--- config.mk ---
export PLATFORM = sky130hd
export DESIGN_NAME = vram_scanout
export DESIGN_NICKNAME = d
export VERILOG_FILES = /design/src/rtl/vram_scanout.sv
export SDC_FILE = /design/constraint.sdc
export NUM_CORES = 1
export LEC_CHECK = 0
export ABC_CLOCK_PERIOD_IN_PS = 4820
export CORE_AREA = 2 2 102 104
export DETAILED_ROUTE_END_ITERATION = 16
export DIE_AREA = 0 0 104 106
export PLACE_DENSITY = 0.76
export SYNTH_ARGS = -nofsm -noshare
export SYNTH_HDL_FRONTEND = slang
export SYNTH_SLANG_ARGS = --single-unit
export TNS_END_PERCENT = 1
--- constraint.sdc ---
create_clock -name clk -period 4.82 [get_ports clk]
set_clock_uncertainty 0.1 [all_clocks]
set_input_delay 0.964 -clock clk [delete_from_list [all_inputs] [get_ports clk]]
set_output_delay 0.964 -clock clk [all_outputs]
set_load 0.01 [all_outputs]
--- src/rtl/vram_scanout.sv ---
// rtl/vram_scanout.sv - ZBT-to-VGA pixel scanout: prefetches packed words ahead of the beam,
// unpacks one pixel per clock, with 2x zoom and double-buffered frame swap.
module vram_scanout #(
   parameter int PIX_W    = 8,
   parameter int PPW      = 4,
   parameter int WORD_W   = 36,
   parameter int ADDR_W   = 19,
   parameter int H_ACTIVE = 1024,
   parameter int V_ACTIVE = 768,
   parameter int H_TOTAL  = 1344,
   parameter int V_TOTAL  = 806,
   parameter int READ_LAT = 2
) (
   input  logic              clk,
   input  logic              reset,
   input  logic [10:0]       hcount,
   input  logic [9:0]        vcount,
   input  logic              zoom_req,
   input  logic              frame_swap,
   output logic [ADDR_W-1:0] vram_addr,
   input  logic [WORD_W-1:0] vram_read_data,
   output logic [PIX_W-1:0]  vr_pixel,
   output logic              pixel_valid,
   output logic              frame_sel,
   output logic              swap_ack
);

   localparam int COL_W   = $clog2(H_ACTIVE / PPW);
   localparam int ROW_W   = 10;
   localparam int LEAD    = READ_LAT + 2;
   localparam int LANE_W  = $clog2(PPW);
   localparam int PK_W    = PIX_W * PPW;
   localparam int AW_USED = 1 + ROW_W + COL_W;

   logic [ADDR_W-1:0] vram_addr_q, vram_addr_d;
   logic [READ_LAT:0] fetch_sr_q, fetch_sr_d;
   logic [PK_W-1:0]   stage_q, stage_d;
   logic [PK_W-1:0]   disp_q, disp_d;
   logic [PIX_W-1:0]  pix_q, pix_d;
   logic              valid_q, valid_d;
   logic              frame_sel_q, frame_sel_d;
   logic              swap_ack_q, swap_ack_d;
   logic              swap_pending_q, swap_pending_d;
   logic              zoom_active_q, zoom_active_d;
   logic              run_q, run_d;

   logic [11:0]        fh, sx;
   logic [10:0]        fv, sy;
   logic [10:0]        hp;
   logic [LANE_W-1:0]  lane;
   logic [AW_USED-1:0] addr_next;
   logic [PK_W-1:0]    cur_word;
   logic               fetch_act, fetch_first, beam_act, word_start, is_b;
   logic               unused_bits;

   assign unused_bits = ^{vram_read_data, sx, sy, hp};

   // Fetch side: beam position LEAD clocks ahead, wrapping into the next line/frame.
   always_comb begin
      fh = {1'b0, hcount} + 12'(LEAD);
      fv = {1'b0, vcount};
      if (fh >= 12'(H_TOTAL)) begin
         fh = fh - 12'(H_TOTAL);
         fv = (({1'b0, vcount} + 11'd1) == 11'(V_TOTAL)) ? '0 : ({1'b0, vcount} + 11'd1);
      end
      sx          = zoom_active_q ? {1'b0, fh[11:1]} : fh;
      sy          = zoom_active_q ? {1'b0, fv[10:1]} : fv;
      fetch_act   = (fh < 12'(H_ACTIVE)) && (fv < 11'(V_ACTIVE));
      fetch_first = fetch_act && (sx[LANE_W-1:0] == '0) && (!zoom_active_q || !fh[0]);
      addr_next   = {frame_sel_q, sy[ROW_W-1:0], sx[LANE_W +: COL_W]};
   end

   // Beam side: the first pixel of a word reads the staging register directly.
   always_comb begin
      hp         = zoom_active_q ? {1'b0, hcount[10:1]} : hcount;
      lane       = hp[LANE_W-1:0];
      beam_act   = (hcount < 11'(H_ACTIVE)) && (vcount < 10'(V_ACTIVE));
      word_start = (lane == '0) && (!zoom_active_q || !hcount[0]);
      cur_word   = word_start ? stage_q : disp_q;
      is_b       = (vcount == 10'(V_ACTIVE)) && (hcount == '0);
   end

   always_comb begin
      vram_addr_d    = fetch_act ? ADDR_W'(addr_next) : vram_addr_q;
      fetch_sr_d     = {fetch_sr_q[READ_LAT-1:0], fetch_first};
      stage_d        = fetch_sr_q[READ_LAT] ? vram_read_data[PK_W-1:0] : stage_q;
      disp_d         = word_start ? stage_q : disp_q;
      run_d          = run_q | (hcount == 11'(H_ACTIVE));
      valid_d        = beam_act && run_q;
      pix_d          = valid_d ? cur_word[int'(lane) * PIX_W +: PIX_W] : '0;
      swap_pending_d = swap_pending_q | frame_swap;
      frame_sel_d    = frame_sel_q;
      zoom_active_d  = zoom_active_q;
      swap_ack_d     = 1'b0;
      if (is_b) begin
         zoom_active_d = zoom_req;
         if (swap_pending_d) begin
            frame_sel_d    = ~frame_sel_q;
            swap_pending_d = 1'b0;
            swap_ack_d     = 1'b1;
         end
      end
   end

   always_ff @(posedge clk or posedge reset) begin
      if (reset) begin
         vram_addr_q    <= '0;
         fetch_sr_q     <= '0;
         stage_q        <= '0;
         disp_q         <= '0;
         pix_q          <= '0;
         valid_q        <= 1'b0;
         frame_sel_q    <= 1'b0;
         swap_ack_q     <= 1'b0;
         swap_pending_q <= 1'b0;
         zoom_active_q  <= 1'b0;
         run_q          <= 1'b0;
      end else begin
         vram_addr_q    <= vram_addr_d;
         fetch_sr_q     <= fetch_sr_d;
         stage_q        <= stage_d;
         disp_q         <= disp_d;
         pix_q          <= pix_d;
         valid_q        <= valid_d;
         frame_sel_q    <= frame_sel_d;
         swap_ack_q     <= swap_ack_d;
         swap_pending_q <= swap_pending_d;
         zoom_active_q  <= zoom_active_d;
         run_q          <= run_d;
      end
   end

   assign vram_addr   = vram_addr_q;
   assign vr_pixel    = pix_q;
   assign pixel_valid = valid_q;
   assign frame_sel   = frame_sel_q;
   assign swap_ack    = swap_ack_q;

endmodule

==> run_results.csv, run 1 <==
group,metric,value,unit
outcome,outcome,"finished, final reports clean",
hold_path,hold_class,"register to register",
routing,m1WireLength,4870,um
yosys,ys_dominant_reg_cell,"dfrtp_1",
clock_tree,path_clk_slew,0.10,ns
die,core_area,10000,um^2
die,die_w,104,um
clock_tree,cts_tree,"built",
global_routing,grt_usage,21.5,%
place,port_buffers,86,
finish,area_delta_synth_final,24.2,%
power,peakVddDrop,0.148,mV
clock_tree,clock-sinks,100,
sta,rsz0062_at_grt,"no",
sta,timing.hold.ws,0.259,ns
clock_tree,worst_skew_pair.late_latency,0.38,ns
yosys,synth.most_common_cell,"dfrtp_1",
yosys,yosysWarningCount,0,
sta,fin_crit,4.26,ns
power,power.density,361,nW/um^2
worst_setup_path,required,4.98,ns
global_routing,gr-total-overflow,0,
routing,routed_wl,11100,um
routing,wl_per_cell,16.9,um
sta,final_max_slew_viol_count,0,
finish,seq_area,2500,um^2
worst_setup_path,startpoint_type,"input pin",
routing,met3WireLength,518,um
routing,first_pass_iters,4,
clock_tree,cts_root_buf,"clkbuf_8",
yosys,ys_types,59,
die,dieHeight,106,um
worst_setup_path,critPathMaxFanout,10,
yosys,syn_nets,505,
global_routing,grt_max_degree,45,
sta,setup_viol,0,
clock_tree,htree_levels,3,
sta,period_share,88.4,%
clock_tree,post_cts_buffers,0,
routing,vias_per_cell,5.57,
yosys,yosys-top-cells-area,"dfrtp_1 49%, mux2_2 16%, mux2_4 2.6%",
routing,num_vias,3673,
sta,slew_headroom,45.5,%
die,initial_core_util,51.5,%
power,leakage,2.74,nW
yosys,synth_cells,436,
clock_tree,clockBufferDepth,2,
yosys,synth-edff-count,0,
clock_tree,numCtsBuffers,9,
die,ios,91,
yosys,synth_common_cells,"100 x dfrtp_1, 73 x mux2_2, 24 x nor2_1",
sta,tightest_slew,0.818,ns
sta,final_hold_viol_count,0,
sta,final.setup.worst_slack,0.557,ns
worst_setup_path,worst_ep_arrival_time,4.43,ns
finish,drive_above_1_share,23.5,%
routing,routed.top_layer,"met4",
finish,multi_input_area,2450,um^2
routing,drt_iter0_markers,130,
sta,tns,0,ns
finish,fillCellCount,820,
finish,finish.utilization,63.9,%
yosys,async_flop_share,100,%
finish,diodes,0,
die,dieArea,11000,um^2
yosys,yosysTopAreaCell,"dfrtp_1",
yosys,ys_seq_area_share,48.6,%
global_routing,grt_pass1_wl,18900,um
run,max-cap-violations,0,
global_routing,antenna_found_initial,0,
yosys,avgSynthCellArea,11.8,um^2
sta,fmax,0.235,GHz
place,place_ws,0.193,ns
die,fp-row-count,37,
clock_tree,ctsHoldBuffers,0,
place,hpwlAfterDp,8100,um
yosys,syn-cell-area,5150,um^2
finish,finalNetCount,587,
yosys,yosysTopAreaCellShare,48.6,%
place,place_congestion,0.846,
clock_tree,cts_resized,0,
worst_setup_path,end_kind,"register",
yosys,synth_seq_cells,100,
routing,drc,0,
global_routing,grt_pass1_vias,3791,
routing,postRouteAntennaNets,0,
routing,wl_met2,5450,um
worst_setup_path,path_class,"input pin to register",
-- metal layers --
layer  vias to the layer above  track usage [%]
li1                       1738                -
met1                      1814             28.0
met2                       101             35.1
met3                        20             4.78
met4                         0             8.49
met5                         -                0
-- layout by cell type, fill, tap and decap left out, types with 11 or more instances in the layout --
| cell | synthesis | final |
|---|---|---|
| clkdlybuf4s50_1 | 0 | 86 |
| nand2_1 | 15 | 15 |
| nand3_1 | 12 | 12 |
| dfrtp_1 | 100 | 100 |
| mux2i_1 | 11 | 11 |
| mux2_2 | 73 | 73 |
| o21ai_0 | 13 | 13 |
| a21oi_1 | 17 | 17 |
| inv_1 | 13 | 12 |
| buf_4 | 2 | 15 |
| nor2_1 | 24 | 24 |
-- critical path, stage by stage --
cell and delay [ns]:
clkdlybuf4s50_1 0.60, ha_1 0.26, nand3_1 0.18, xor2_1 0.24, ha_1 0.24, nor2b_1 0.06, o21ai_0 0.08, nand4b_1 0.22
o21ai_2 0.43, nand2_1 0.15, a22oi_2 0.26, o21a_1 0.18, buf_4 0.22, mux2_2 0.35
-- kinds of logic after synthesis --
| group | synth area share [%] |
|---|---|
| buffers and inverters | 3.96 |
| adders and majority gates | 1.94 |
| and+or+nand+nor | 9.33 |
| muxes | 21.2 |
| DFF | 48.6 |
| AOI/OAI and AO/OA | 12.6 |
| xor gates and xnor gates | 2.38 |
-- registers in the layout, indices dropped and copies added (netlist names) --
register        count
vr_pixel            8
pixel_valid         1
disp_q             32
zoom_active_q       1
swap_ack            1
vram_addr          19
run_q               1
fetch_sr_q          3
stage_q            32
swap_pending_q      1
frame_sel           1
-- per-stage QoR --
stage                     total power (W)  area (um^2)  cells
after floorplan                   0.00149         5150    436
after global placement            0.00168         6150    643
after detailed placement          0.00170         6150    643
after CTS                         0.00233         6390    659
after global routing              0.00243         6390    659
final                             0.00231         6390    659
-- final cells by class --
class                   count  share of cell area (%)
clock buffers               9                    1.94
multi-input cells         292                    38.4
clock inverters             7                    1.78
repair buffers            101                    15.2
well taps                 136                    2.66
flip-flops and latches    100                    39.1
inverters                  14                   0.861
-- path summary, 6_finish.rpt --
path	start	end	slack, ns	cells past startpoint
max reg2reg	zoom_active_q$_DFFE_PP0P_	vr_pixel[4]$_DFF_PP0_	2.13	8
min	fetch_sr_q[0]$_DFF_PP0_	fetch_sr_q[1]$_DFF_PP0_	0.26	0
max in group asynchronous	reset	disp_q[16]$_DFF_PP0_	2.92	3
max	hcount[3]	vram_addr[9]$_DFFE_PP0P_	0.56	14
min reg2reg	fetch_sr_q[0]$_DFF_PP0_	fetch_sr_q[1]$_DFF_PP0_	0.26	0
min in group asynchronous	reset	stage_q[2]$_DFFE_PP0P_	0.88	2
-- where the power goes --
group,switching (W),leakage [nW],internal (W)
registers,0.0000822,1.23,0.00104
clock network,0.000321,0.120,0.000306
logic,0.000232,1.39,0.000326
(Power assumes the default switching activity.)
==> inputs of run 2 (changes only) <==
- CORE_AREA: 2 2 102 104 -> 2 2 103 105
- DIE_AREA: 0 0 104 106 -> 0 0 105 107
- PLACE_DENSITY: 0.76 -> 0.75
- SETUP_SLACK_MARGIN: unset -> 0.4
==> run 2 against run 1 <==
Compared with the run above: hold slack lost 0.0012 ns; via count rose by 1.3%; critical path type unchanged; fmax rose by 2.5%; non-clock buffer count grew 1; register-to-register slack gained 0.29 ns.
==> run_results.csv, run 2 (same netlist as run 1, synthesis figures left out) <==
group,metric,value,unit
global_routing,grt_pass1_vias,3844,
clock_tree,numCtsBuffers,9,
outcome,outcome,"finished, final reports clean",
finish,mostFrequentLayoutCells,"100 x dfrtp_1, 85 x clkdlybuf4s50_1, 73 x mux2_2, 24 x nor2_1, 17 x a21oi_1",
worst_setup_path,cp_top_family,"compound AO/OA/AOI/OAI gates",
routing,routed.top_layer,"met4",
die,fp-row-count,37,
worst_setup_path,r2r_slack,2.42,ns
sta,slew_headroom,49.6,%
routing,met3WireLength,561,um
worst_setup_path,cp-startpoint,"hcount[2]",
routing,drt_iter0_markers,194,
global_routing,gr-total-overflow,0,
power,leakage,2.72,nW
sta,final.setup.worst_slack,0.661,ns
worst_setup_path,worst-path-buf-inv,2,
finish,multi_input_area,2470,um^2
place,placed_cell_area,6150,um^2
finish,design_area,6360,um^2
place,place_congestion,0.881,
die,dieHeight,107,um
routing,wl_per_cell,17.1,um
hold_path,hp-start,"fetch_sr_q[1]$_DFF_PP0_",
worst_setup_path,crit_path_end,"vram_addr[12]$_DFFE_PP0P_",
clock_tree,path_clk_slew,0.09,ns
worst_setup_path,path_cells,"clkdlybuf4s50_1 > and2_1 > nand4_1 > xor2_1 > ha_1 > nor2b_1 > o21ai_0 > nand4b_1 > o21ai_4 > nand2_1 > a22oi_2 > o21a_1 > buf_4 > mux2_2",
global_routing,grt_max_degree,45,
worst_setup_path,end_kind,"register",
clock_tree,cts_tree,"built",
place,place_ws,0.136,ns
finish,drive_above_1_share,23.5,%
worst_setup_path,slowest_stage,"clkdlybuf4s50_1",
finish,finish.utilization,63.0,%
finish,diodes,0,
worst_setup_path,critPathMaxFanout,12,
global_routing,grt_pass1_wl,18700,um
sta,fin_crit,4.16,ns
routing,routed_wl,11300,um
power,power.density,344,nW/um^2
routing,wl_met2,5810,um
clock_tree,clockBufferDepth,2,
run,max-cap-violations,0,
clock_tree,cts_root_buf,"clkbuf_8",
clock_tree,clock-sinks,100,
place,hpwlAfterDp,8230,um
routing,m1WireLength,4760,um
routing,vias_per_cell,5.64,
worst_setup_path,cpPeakStageDelay,0.56,ns
worst_setup_path,worstSetupPathDepth,14,
worst_setup_path,timing.rr.start,"zoom_active_q$_DFFE_PP0P_",
finish,seq_area,2500,um^2
die,dieArea,11200,um^2
finish,fillCellCount,845,
power,peakVddDrop,0.158,mV
die,initial_core_util,51.0,%
finish,finalNetCount,588,
sta,setup_viol,0,
finish,layout_commonest_cell,"dfrtp_1",
sta,fmax,0.240,GHz
worst_setup_path,required,4.97,ns
worst_setup_path,worst_ep_arrival_time,4.31,ns
clock_tree,htree_levels,3,
worst_setup_path,reg2reg_depth,7,
place,port_buffers,86,
worst_setup_path,path_class,"input pin to register",
routing,first_pass_iters,4,
routing,drc,0,
sta,rsz0062_at_grt,"no",
hold_path,holdPathStages,0,
global_routing,grt_usage,21.2,%
clock_tree,ctsHoldBuffers,0,
sta,tightest_slew,0.756,ns
die,core_area,10100,um^2
sta,final_max_slew_viol_count,0,
die,die_w,105,um
global_routing,antenna_found_initial,0,
sta,final_hold_viol_count,0,
routing,postRouteAntennaNets,0,
worst_setup_path,rr_endpoint,"vr_pixel[4]$_DFF_PP0_",
sta,tns,0,ns
routing,num_vias,3721,
clock_tree,worst_skew_pair.late_latency,0.37,ns
die,ios,91,
worst_setup_path,startpoint_type,"input pin",
hold_path,hold_class,"register to register",
finish,area_delta_synth_final,23.5,%
sta,period_share,86.3,%
-- run 2: cell types whose count changed in the layout (fill, tap and decap cells not counted), moves of 2 or more --
cell       before  now
clkbuf_8        9   11
clkbuf_1        0    2
inv_6           3    0
bufinv_16       2    0
-- run 2: how the worst min path moves through the flow --
stage,to
CTS,fetch_sr_q[2]$_DFF_PP0_
detailed placement,fetch_sr_q[2]$_DFF_PP0_
floorplan,fetch_sr_q[1]$_DFF_PP0_
global route,fetch_sr_q[2]$_DFF_PP0_
global placement,fetch_sr_q[1]$_DFF_PP0_
finish,fetch_sr_q[2]$_DFF_PP0_
-- run 2: final cells by class --
| cell class | instances | share of cell area [%] |
|---|---|---|
| sequential | 100 | 39.4 |
| multi-input combinational | 292 | 38.8 |
| tap | 136 | 2.68 |
| clock buffer | 13 | 2.50 |
| clock inverter | 3 | 0.335 |
| timing repair buffer | 102 | 15.5 |
| inverter | 14 | 0.866 |
-- run 2: metal layers --
| metal | global-route usage, % | vias up |
|---|---|---|
| met4 | 5.24 | 0 |
| li1 | - | 1737 |
| met5 | 0 | - |
| met1 | 24.6 | 1864 |
| met2 | 38.4 | 104 |
| met3 | 6.20 | 16 |
-- run 2: through the flow --
step                std cells  hold WS (ns)  total power, W
floorplan                 436         0.231         0.00149
global placement          643         0.237         0.00167
detailed placement        643         0.238         0.00171
CTS                       659         0.256         0.00220
global route              660         0.252         0.00230
finish                    660         0.258         0.00218
-- run 2: what timing repair did --
action	4_1_cts	5_1_grt
resized for setup	0	3
hold endpoints to repair	0	0
buffers inserted	0	1
setup endpoints to repair	0	19
-- run 2: where the power goes --
part,leakage (nW),switching [W],internal (W)
sequential,1.23,0.0000841,0.00104
combinational,1.41,0.000235,0.000327
clock,0.0896,0.000280,0.000217
==> inputs of run 3 (changes only) <==
- ABC_CLOCK_PERIOD_IN_PS: 4820 -> unset
- CTS_BUF_LIST: unset -> sky130_fd_sc_hd__clkbuf_4 sky130_fd_sc_hd__clkbuf_8 sky130_fd_sc_hd__clkbuf_16
==> run 3 against run 2 <==
Compared with the run above: final area up 0.12%; cell count is the same; highest routed layer unchanged; register-to-register slack is essentially flat; non-clock buffer count is the same; die area unchanged; largest cell class unchanged.
==> run_results.csv, run 3 (same netlist as run 1, synthesis figures left out) <==
group,metric,value,unit
place,hpwlAfterDp,8230,um
worst_setup_path,critPathMaxFanout,12,
die,ios,91,
place,place_congestion,0.881,
die,dieHeight,107,um
finish,diodes,0,
worst_setup_path,cp-startpoint,"hcount[2]",
clock_tree,path_clk_slew,0.09,ns
die,core_area,10100,um^2
sta,final_hold_viol_count,0,
worst_setup_path,worst_ep_arrival_time,4.31,ns
sta,slew_headroom,49.2,%
clock_tree,cts_root_buf,"clkbuf_8",
sta,final_max_slew_viol_count,0,
sta,tns,0,ns
finish,mostFrequentLayoutCells,"100 x dfrtp_1, 85 x clkdlybuf4s50_1, 73 x mux2_2, 24 x nor2_1, 17 x a21oi_1",
worst_setup_path,slowest_stage,"clkdlybuf4s50_1",
worst_setup_path,end_kind,"register",
die,die_w,105,um
global_routing,grt_usage,21.2,%
worst_setup_path,required,4.97,ns
worst_setup_path,reg2reg_depth,7,
routing,first_pass_iters,4,
worst_setup_path,rr_endpoint,"vr_pixel[4]$_DFF_PP0_",
sta,rsz0062_at_grt,"no",
worst_setup_path,r2r_slack,2.42,ns
power,leakage,2.73,nW
routing,routed_wl,11300,um
power,power.density,345,nW/um^2
worst_setup_path,path_cells,"clkdlybuf4s50_1 > and2_1 > nand4_1 > xor2_1 > ha_1 > nor2b_1 > o21ai_0 > nand4b_1 > o21ai_4 > nand2_1 > a22oi_2 > o21a_1 > buf_4 > mux2_2",
finish,finish.utilization,63.1,%
worst_setup_path,path_class,"input pin to register",
hold_path,hold_class,"register to register",
die,initial_core_util,51.0,%
die,fp-row-count,37,
global_routing,grt_pass1_vias,3844,
worst_setup_path,startpoint_type,"input pin",
sta,period_share,86.3,%
routing,num_vias,3722,
sta,tightest_slew,0.761,ns
clock_tree,clockBufferDepth,2,
sta,setup_viol,0,
worst_setup_path,crit_path_end,"vram_addr[12]$_DFFE_PP0P_",
die,dieArea,11200,um^2
worst_setup_path,cpPeakStageDelay,0.56,ns
clock_tree,numCtsBuffers,9,
worst_setup_path,timing.rr.start,"zoom_active_q$_DFFE_PP0P_",
finish,area_delta_synth_final,23.7,%
clock_tree,cts_tree,"built",
sta,fmax,0.240,GHz
routing,drt_iter0_markers,194,
routing,drc,0,
place,dp_cells,643,
routing,vias_per_cell,5.64,
finish,drive_above_1_share,23.9,%
power,total_power,0.00220,W
outcome,outcome,"finished, final reports clean",
finish,stdcell_count,660,
clock_tree,worst_skew_pair.late_latency,0.37,ns
clock_tree,htree_levels,3,
power,peakVddDrop,0.159,mV
place,port_buffers,86,
clock_tree,clock-sinks,100,
global_routing,grt_pass1_wl,18700,um
sta,fin_crit,4.16,ns
routing,wl_per_cell,17.1,um
finish,layout_commonest_cell,"dfrtp_1",
global_routing,gr-total-overflow,0,
finish,finalNetCount,588,
global_routing,antenna_found_initial,0,
global_routing,grt_max_degree,45,
routing,postRouteAntennaNets,0,
run,max-cap-violations,0,
[run 3: cell counts in the layout (fill, tap and decap cells not counted)]
Identical to the previous run, type by type.
[run 3: worst min-delay path by stage]
stage,start,end,cells after the start
floorplan,fetch_sr_q[0]$_DFF_PP0_,fetch_sr_q[1]$_DFF_PP0_,0
global placement,fetch_sr_q[0]$_DFF_PP0_,fetch_sr_q[1]$_DFF_PP0_,0
detailed placement,fetch_sr_q[1]$_DFF_PP0_,fetch_sr_q[2]$_DFF_PP0_,0
CTS,fetch_sr_q[1]$_DFF_PP0_,fetch_sr_q[2]$_DFF_PP0_,0
global route,fetch_sr_q[1]$_DFF_PP0_,fetch_sr_q[2]$_DFF_PP0_,0
finish,fetch_sr_q[1]$_DFF_PP0_,fetch_sr_q[2]$_DFF_PP0_,0
[run 3: cell type report]
cell class | instances | area [um^2]
sequential | 100 | 2500
clock buffer | 13 | 166
timing repair buffer | 102 | 983
multi-input combinational | 292 | 2470
fill | 843 | 3730
tap | 136 | 170
clock inverter | 3 | 21.3
inverter | 14 | 55.1
[run 3: timing repair]
| item | CTS | global route |
|---|---|---|
| hold buffers | 0 | 0 |
| resized for setup | 0 | 3 |
| setup buffers | 0 | 1 |
| endpoints found under the setup margin | 0 | 19 |
[run 3: metrics by stage]
stage | hold slack (ns) | setup WS, ns | area (um^2)
6_report | 0.258 | 0.661 | 6360
5_1_grt | 0.252 | 0.437 | 6360
4_1_cts | 0.256 | 0.509 | 6340
3_5_place_dp | 0.238 | 0.136 | 6150
3_3_place_gp | 0.237 | 0.229 | 6150
2_1_floorplan | 0.231 | 1.14 | 5150
[run 3: power by group]
part           internal, W  switching (W)  leakage [nW]
combinational     0.000327       0.000235          1.41
sequential         0.00104      0.0000842          1.23
clock             0.000228       0.000281        0.0965
[run 3: critical path: cells and delay by family]
kind,cells,cell delay (ns)
xor+xnor,1,0.34
mux,1,0.36
compound gates,4,0.88
fa+ha+maj,1,0.28
simple gates,5,0.72
buf+inv,2,0.77
[run 3: metal layers]
metal	up-vias	global-route usage, %	wire, um
li1	1737	-	-
met1	1865	24.6	4770
met2	104	38.4	5810
met3	16	6.20	561
met4	0	5.24	163
met5	-	0	0
==> RTL edit 1, RTL diff (config.mk and constraints of run 3) <==
Make the reset (`reset`) synchronous in one clocked block.
--- a/src/rtl/vram_scanout.sv
+++ b/src/rtl/vram_scanout.sv
@@ -102,7 +102,7 @@
       end
    end
 
-   always_ff @(posedge clk or posedge reset) begin
+   always_ff @(posedge clk) begin
       if (reset) begin
          vram_addr_q    <= '0;
          fetch_sr_q     <= '0;
Function: differs if reset is asserted again (counterexample within 4 cycles, from zero or initial values and one cycle with reset high); with reset held inactive, the same outputs for 10 cycles.
==> RTL edit 1 against run 3 <==
Cell area decreased by 0.57%. Register-to-register slack got worse by 0.68 ns. Worst hold slack improved by 0.087 ns. Power decreased by 22%. Cell count increased by 24%. Wire length increased by 15%. Worst setup slack got worse by 0.031 ns. Count of clock-buffer cells in the layout decreased by 4. Sequential cell count unchanged. Clock power increased by 9.0%. Synthesized area decreased by 0.46%. Sequential power decreased by 23%. Critical endpoint is now vram_addr[13]$_SDFFE_PP0P_.
==> RTL edit 1: results <==
metrics = {
    "global_routing": {
        "track_usage": 0.2328,
        "grt_pass1_wl_um": 21380,
        "grt_pass1_vias": 4366,
        "grt_max_degree": 48,
    },
    "yosys": {
        "synth_compound_area_frac": 0.1766,
        "synth_commonest_cells": "dfxtp_1, nand2_1, mux2i_1",
        "netlist_area_um2": 5124,
        "synthAdderAreaFrac": 0.01954,
        "synth_cells": 612,
        "ys_types": 67,
        "synth_nets": 681,
        "async_flop_share": 0,
    },
    "cells_and_area": {
        "signal_buffer_area_fraction": 0.1582,
        "area.share.sequential": 0.3165,
        "clock_cell_area_share": 0.03321,
        "clockBufferCount": 9,
        "multi_input_area_share": 0.4569,
        "n_all_buffers": 105,
        "drive_gt1_frac": 0.08613,
        "fillers": 917,
        "syn2layout_area_growth_pct": 23.52,
    },
    "drt": {
        "vias_per_cell": 5.669,
        "drt_iter0_drc": 221,
        "drt-total-wl_um": 13010,
    },
    "critical_path": {
        "max_stage_delay_ns": 0.51,
        "r2r_slack_ns": 1.74,
        "timing.rr.end": "vr_pixel[4]$_SDFF_PP0_",
        "r2r_cells": 6,
        "r2r_start": "zoom_active_q$_SDFFE_PP0P_",
        "setup.worst_path.end": "vram_addr[13]$_SDFFE_PP0P_",
    },
    "power": {
        "combPwrFrac": 0.169,
        "netSwitchingPower_mw": 0.4689,
        "pwr-share-clk": 0.326,
        "p_leak_nw": 2.311,
    },
    "min_path": {
        "hold_end": "fetch_sr_q[1]$_SDFF_PP0_",
        "hold_depth": 1,
    },
    "sta": {
        "whs_ns": 0.3450,
        "period_needed_ns": 4.190,
        "relSlewSlack": 0.2778,
    },
    "placement": {
        "place.gp.congestion": 0.8700,
        "post-place-cells": 805,
    },
    "run_status": {
        "status": "finished clean",
    },
}
## RTL edit 1: cell types whose count changed in the layout (fill, tap and decap cells not counted), moves of 7 or more
| cell | before | now |
|---|---|---|
| a21oi_1 | 17 | 50 |
| a211oi_1 | 6 | 14 |
| dfxtp_1 | 0 | 99 |
| nand2_1 | 15 | 95 |
| mux2_4 | 9 | 0 |
| o31a_1 | 9 | 1 |
| dfrtp_1 | 100 | 0 |
| nor3_1 | 2 | 9 |
| mux2i_1 | 11 | 60 |
| nor2_1 | 24 | 55 |
| mux2_2 | 73 | 1 |
## RTL edit 1: routing by layer
metal | global-route usage | vias up | share of wire
li1 | - | 2313 | -
met3 | 0.04134 | 16 | 0.061
met5 | 0 | - | 0
met2 | 0.3919 | 140 | 0.48
met1 | 0.3060 | 2185 | 0.45
met4 | 0.06762 | 0 | 0.015
==> RTL edit 2, RTL diff (settings of run 3) <==
Made on the original files. The parameter `PIX_W` goes from 8 to 9.
--- a/src/rtl/vram_scanout.sv
+++ b/src/rtl/vram_scanout.sv
@@ -1,7 +1,7 @@
 // rtl/vram_scanout.sv - ZBT-to-VGA pixel scanout: prefetches packed words ahead of the beam,
 // unpacks one pixel per clock, with 2x zoom and double-buffered frame swap.
 module vram_scanout #(
-   parameter int PIX_W    = 8,
+   parameter int PIX_W    = 9,
    parameter int PPW      = 4,
    parameter int WORD_W   = 36,
    parameter int ADDR_W   = 19,
Interface: changed (resized vr_pixel); port bits go from 91 to 92. The function was not compared with the original's and may differ.
==> RTL edit 2 against run 3 <==
Critical path depth unchanged. Cell area up 7.4%. Sequential power up 14%. Die area unchanged. Wire length up 4.6%. Worst setup slack better by 0.0013 ns. Fmax about the same. Sequential cell count up 9. Synthesized area up 9.1%. Highest routed layer unchanged. Global-route usage up 0.60 points. Largest power group unchanged. Synthesized cell count up 6.2%. Register-to-register slack worse by 0.17 ns. First-iteration DRC count up 15%. Power up 15%.
==> RTL edit 2: results <==
metrics = {
    "run_status": {
        "status": "finished clean",
    },
    "critical_path": {
        "setup.worst_path.start": "hcount[3]",
        "setup.worst_path.end": "vram_addr[1]$_DFFE_PP0P_",
        "max_stage_delay_ns": 0.61,
        "arrival_ns": 4.30,
        "r2r_slack_ns": 2.25,
        "crit_family": "buffers and inverters",
        "cp_max_fo": 20,
    },
    "sta": {
        "relSlewSlack": 0.4698,
    },
    "placement": {
        "io_buffer_count": 91,
        "place.gp.congestion": 0.8605,
        "dp_hpwl_um": 8736,
    },
    "drt": {
        "routed.top_layer": "met4",
        "drtPass1Iterations": 4,
        "wl_met2_um": 6151,
        "vias": 3864,
        "met1_length_um": 5073,
        "drt_iter0_drc": 223,
        "drt-total-wl_um": 11830,
        "wl_met3_um": 434,
    },
    "clock_tree": {
        "htree_levels": 3,
        "cts_root_buf": "clkbuf_8",
    },
    "power": {
        "vdd_drop_max_uv": 195.9,
        "p_leak_nw": 3.010,
    },
    "cells_and_area": {
        "drive_gt1_frac": 0.2386,
        "fin_nets": 614,
    },
    "global_routing": {
        "grt_pass1_vias": 4013,
        "grt_max_degree": 41,
        "grtUsageMet1": 0.2635,
        "track_usage": 0.2177,
        "grt_pass1_wl_um": 19470,
        "use_met2": 0.3924,
        "grtUsageMet3": 0.04559,
    },
    "min_path": {
        "worstHoldStart": "fetch_sr_q[0]$_DFF_PP0_",
        "hold_end": "fetch_sr_q[1]$_DFF_PP0_",
    },
    "yosys": {
        "yosysSeqAreaShare": 0.4855,
        "synth_commonest_cells": "dfrtp_1, mux2_2, nor2_1",
        "ys_types": 63,
        "yosysWarnings": 0,
        "synthTopCellsByArea": "dfrtp_1, mux2_2, mux2_4",
        "synth_nets": 532,
    },
}
RTL edit 2: logic make-up after synthesis:
family | Yosys count | synth area share
compound gates | 79 | 0.1091
xor+xnor | 18 | 0.03140
fa+ha+maj | 8 | 0.01782
buf+inv | 46 | 0.03987
flops | 109 | 0.4855
mux | 107 | 0.2236
simple gates | 96 | 0.09266
RTL edit 2: area by class of cell:
class / count / area, um2
Clock buffer: 11 / 151.4
Clock inverter: 4 / 47.55
Fill cell: 786 / 3257
Inverter: 16 / 62.56
Multi-Input combinational cell: 308 / 2678
Sequential cell: 109 / 2728
Tap cell: 136 / 170.2
Timing Repair Buffer: 101 / 998.5
RTL edit 2: worst reg2reg max path: cells and delay by family, from the launching register on:
| family | cells | cell delay (ns) |
|---|---|---|
| compound gates | 4 | 0.87 |
| flops | 1 | 0.59 |
| simple gates | 1 | 0.04 |
| mux | 1 | 0.42 |
| buf+inv | 1 | 0.44 |
RTL edit 2: power breakdown:
| part | switching [mW] | total (mW) | leakage (nW) | internal, mW |
|---|---|---|---|---|
| combinational | 0.278 | 0.689 | 1.57 | 0.411 |
| clock | 0.283 | 0.548 | 0.101 | 0.264 |
| sequential | 0.109 | 1.28 | 1.34 | 1.17 |
| total | 0.670 | 2.52 | 3.01 | 1.85 |
RTL edit 2: metrics by stage:
stage | power (mW) | hold WS (ns) | cells | worst slack [ns] | area, um2
2_1_floorplan | 1.738 | 0.2312 | 463 | 0.8821 | 5618
3_3_place_gp | 1.964 | 0.2351 | 670 | 0.4813 | 6636
3_5_place_dp | 1.995 | 0.2470 | 670 | 0.3112 | 6636
4_1_cts | 2.545 | 0.2692 | 685 | 0.7034 | 6835
5_1_grt | 2.654 | 0.2770 | 685 | 0.4838 | 6835
6_report | 2.517 | 0.2676 | 685 | 0.6619 | 6835
